[src/rtl/buffer_reader.sv]
// Read-side flow controller for a circular K-in / J-out buffer: owns the write/read
// pointers and occupancy count, and drains J-word groups into a valid/ready output stage.
module buffer_reader #(
    parameter int SIZE  = 16,
    parameter int WIDTH = 8,
    parameter int K     = 4,
    parameter int J     = 4,
    parameter int BIT   = $clog2(SIZE),
    parameter int CNT   = $clog2(SIZE + 1)
) (
    input  logic                 clk,
    input  logic                 rst,
    input  logic                 flush,
    input  logic                 wr_en,
    output logic [BIT-1:0]       write_add,
    output logic                 ld,
    output logic                 space_avail,
    output logic [BIT-1:0]       read_add,
    input  logic [WIDTH*J-1:0]   buf_data,
    output logic [WIDTH*J-1:0]   out_data,
    output logic                 out_valid,
    input  logic                 out_ready,
    output logic [CNT-1:0]       count,
    output logic                 overflow
);

    typedef enum logic {
        IDLE  = 1'b0,
        VALID = 1'b1
    } state_t;

    localparam logic [CNT-1:0] SIZE_C = CNT'(SIZE);
    localparam logic [CNT-1:0] K_C    = CNT'(K);
    localparam logic [CNT-1:0] J_C    = CNT'(J);
    localparam logic [BIT-1:0] K_PTR  = BIT'(K);
    localparam logic [BIT-1:0] J_PTR  = BIT'(J);

    state_t               state_reg;
    logic [BIT-1:0]       write_add_reg;
    logic [BIT-1:0]       read_add_reg;
    logic [CNT-1:0]       count_reg;
    logic [CNT-1:0]       count_next;
    logic [WIDTH*J-1:0]   out_data_reg;
    logic                 overflow_reg;

    logic [CNT-1:0]       free_words;
    logic                 wr_accept;
    logic                 have_group;
    logic                 load;

    assign free_words  = SIZE_C - count_reg;
    assign space_avail = (free_words >= K_C);
    assign wr_accept   = wr_en & space_avail;
    assign have_group  = (count_reg >= J_C);

    // A group is loaded from IDLE, or in VALID when the current group is being taken.
    assign load = have_group & ((state_reg == IDLE) | out_ready);

    always_comb begin
        count_next = count_reg;
        if (wr_accept) begin
            count_next = count_next + K_C;
        end
        if (load) begin
            count_next = count_next - J_C;
        end
    end

    always_ff @(posedge clk or negedge rst) begin
        if (!rst) begin
            state_reg     <= IDLE;
            write_add_reg <= '0;
            read_add_reg  <= '0;
            count_reg     <= '0;
            out_data_reg  <= '0;
            overflow_reg  <= 1'b0;
        end else if (flush) begin
            state_reg     <= IDLE;
            write_add_reg <= '0;
            read_add_reg  <= '0;
            count_reg     <= '0;
            out_data_reg  <= '0;
            overflow_reg  <= 1'b0;
        end else begin
            count_reg <= count_next;
            if (wr_accept) begin
                write_add_reg <= write_add_reg + K_PTR;
            end
            if (wr_en && !space_avail) begin
                overflow_reg <= 1'b1;
            end
            if (load) begin
                out_data_reg <= buf_data;
                read_add_reg <= read_add_reg + J_PTR;
            end
            case (state_reg)
                IDLE: begin
                    if (load) begin
                        state_reg <= VALID;
                    end
                end
                VALID: begin
                    if (out_ready && !have_group) begin
                        state_reg <= IDLE;
                    end
                end
                default: state_reg <= IDLE;
            endcase
        end
    end

    assign write_add = write_add_reg;
    assign read_add  = read_add_reg;
    assign ld        = wr_accept;
    assign out_data  = out_data_reg;
    assign out_valid = (state_reg == VALID);
    assign count     = count_reg;
    assign overflow  = overflow_reg;

    count_in_range: assert property (@(posedge clk) disable iff (!rst) count_reg <= SIZE_C);

endmodule
[config.mk]
export PLATFORM = sky130hd
export DESIGN_NAME = buffer_reader
export DESIGN_NICKNAME = d
export VERILOG_FILES = /design/src/rtl/buffer_reader.sv
export SDC_FILE = /design/constraint.sdc
export NUM_CORES = 1
export LEC_CHECK = 0
export BUFFER_PORTS_ARGS = -buffer_cell sky130_fd_sc_hd__buf_2
export CAP_MARGIN = 20
export CORE_MARGIN = 2
export CORE_UTILIZATION = 46
export DETAILED_ROUTE_END_ITERATION = 10
export PLACE_DENSITY = 0.79
export SLEW_MARGIN = 20
export SYNTH_ARGS = -nofsm -noshare
export SYNTH_HDL_FRONTEND = slang
export SYNTH_SLANG_ARGS = --single-unit
[constraint.sdc]
create_clock -name clk -period 3.3 [get_ports clk]
set_input_delay 0.495 -clock clk [delete_from_list [all_inputs] [get_ports clk]]
set_output_delay 0.495 -clock clk [all_outputs]
set_load 0.05 [all_outputs]
==> impl_metrics.toml <==
[floorplan]
row_count = 23
top_level_ports = 86
die_w_um = 67.8
die_h_um = 67.8
core-area_um2 = 3940
initial_core_util_pct = 47.4
dieArea_um2 = 4590

[synthesis]
synth_area_um2 = 1870
synth-seq-cells = 41
yosys.area.top_type_share_pct = 54.8
synth_top_family_by_area = "simple AND/OR/NAND/NOR gates"
synth_edf_count = 0
synth_adder_area_share_pct = 3.34
synth_top_flop_cell = "dfrtp_1"
synthMuxAreaShare_pct = 0
yosysTopAreaCell = "dfrtp_1"
syn_avg_cell_area_um2 = 9.31
synth_top_cells_by_area = "dfrtp_1 55%, nand2_1 13%, a21oi_1 9.6%"
synth_compound_area_share_pct = 13.2
synth-async-reset-ratio_pct = 100
yosysSeqAreaShare_pct = 54.8
synthXorXnorAreaFrac_pct = 3.28
synthCells = 201
yosys.area_share.simple_pct = 18.7
yosys_warnings = 0
yosysUniqueCellTypes = 29

[setup_path]
r2r_slack_ns = 0.56
end_kind = "flip-flop"
reg2reg_depth = 8
slowest_delay_ns = 0.54
crit_fanout = 10
path_depth = 8
crit_path_top_delay_cell = "dfrtp_1"
cp_top_family = "simple AND/OR/NAND/NOR gates"
cp_data_required_time_ns = 3.48
r2r_start = "count[2]"
crit_type = "reg2reg"
crit_top_cell = "ha_1"
timing.rr.end = "count[4]"
worstPathCellList = "inv_1 -> ha_1 -> or3_4 -> o21ai_0 -> ha_1 -> nor4b_1 -> o211ai_1 -> and3b_1"
worstPathArrival_ns = 2.91
start_kind = "flip-flop"
critPathBufInv = 1

[finish]
fin_nets = 318
final_cell_mix = "79 x buf_2, 65 x nand2_1, 41 x dfrtp_1, 36 x a21oi_1, 7 x nor2_1"
layout-drive-gt1-share_pct = 33.2
layout_commonest_cell = "buf_2"
largest_reg_flops = 32
fillers = 368
syn2layout_area_growth_pct = 24.5
diodes = 0
fin_cells = 327
final_area_um2 = 2330

[min_path]
hold_path_class = "in2async"

[place]
placed_cell_area_um2 = 2250
place_worst_setup_slack_ns = 0.581
dp_hpwl_um = 2760
dp.cells = 319
io_buffers = 79
routabilityCongestion = 0.710

[global_route]
grt_pass1_vias = 1460
grt_first_pass_wirelength_um = 6420
grt_overflow = 0
grt_max_degree = 42
antenna_found_initial = 0
grtUsageTotal_pct = 18.8

[cts]
clk_pin_slew_ns = 0.08
clock_sinks = 41
cts-root-buf = "clkbuf_8"
cts_max_path_buffers = 2
post_cts_buffers = 0
holdBufCountCts = 0
clk_latency_ns = 0.29
postCtsResizedCells = 0
cts_tree = "yes"
cts_made_buffers = 5
cts_max_level = 2

[sta]
setup_violations = 0
rsz0062_at_grt = "no"
slew_violations = 0
tns_ns = 0
min_period_over_period_pct = 82.9
timing.fmax_mhz = 366
skew_ns = 0.00570
hold_violations = 0
maxSlewHeadroom_pct = 40.8
min_period_ns = 2.74
tightestPinTransition_ns = 0.888
worst_slack_ns = 0.564

[route]
ant_nets = 0
routed_wl_um = 4070
post_drt_via_cell_ratio = 4.83
wl_per_cell_um = 12.4
drc = 0
drtPass1Iterations = 4
vias = 1578
drtIter0Drc = 55

[power_and_ir_drop]
leakagePower_nw = 1.26
power_mw = 2.68
powerDensity_nw_per_um2 = 1150
irDropWorstVdd_uv = 461

[job]
cap_violations = 0

[run_status]
status = "complete, no violations"
final cells by class:
type                    count  area, um2  area share, %
inverters                   3       11.3          0.483
clock buffers               6       72.6           3.11
flip-flops and latches     41       1030           44.0
well taps                  50       62.6           2.69
clock inverters             2       10.0          0.430
multi-input cells         145        744           32.0
repair buffers             80        403           17.3
worst max path at each step:
stage	from	end	slack (ns)
4_1_cts	count[2]	count[4]	0.56
6_report	count[2]	count[4]	0.56
2_1_floorplan	count[2]	count[4]	0.57
5_1_grt	count[2]	count[4]	0.45
3_5_place_dp	count[2]	count[4]	0.58
3_3_place_gp	count[2]	count[4]	0.79
cell families after synthesis:
kind of cell,Yosys count
AO/OA/AOI/OAI,44
XOR/XNOR,7
adder cells (fa/ha/maj),5
buffers and inverters,20
flip-flops,41
other,1
AND/OR/NAND/NOR,83
metal layers:
metal / wire, um / vias to the layer above / track usage, % / part of all wire [%]
met5: 0 / - / 0 / 0
met3: 226 / 6 / 5.00 / 5.6
met2: 2080 / 49 / 32.6 / 51
li1: - / 789 / - / -
met1: 1710 / 734 / 22.3 / 42
met4: 52 / 0 / 6.75 / 1.3
power by group:
group | total, mW | switching [mW] | internal (mW) | leakage, nW
clock network | 0.310 | 0.163 | 0.146 | 0.0450
registers | 0.771 | 0.109 | 0.662 | 0.545
logic | 1.60 | 1.19 | 0.410 | 0.674
stage by stage:
step | hold slack [ns] | utilization [%]
6_report | 0.323 | 59.1
5_1_grt | 0.397 | 59.1
4_1_cts | 0.350 | 59.1
3_5_place_dp | 0.487 | 57.0
3_3_place_gp | 0.472 | 57.0
2_1_floorplan | 0.199 | -
synth_stat cells (all sizes together) (2+ instances only):
cell,n
buf,10
xnor2,4
xor2,3
clkbuf,7
o21ai,2
dfrtp,41
a21oi,36
nor2,8
ha,5
nand2,66
inv,3
a21boi,2
No activity file was read; power rests on OpenSTA's default activity.
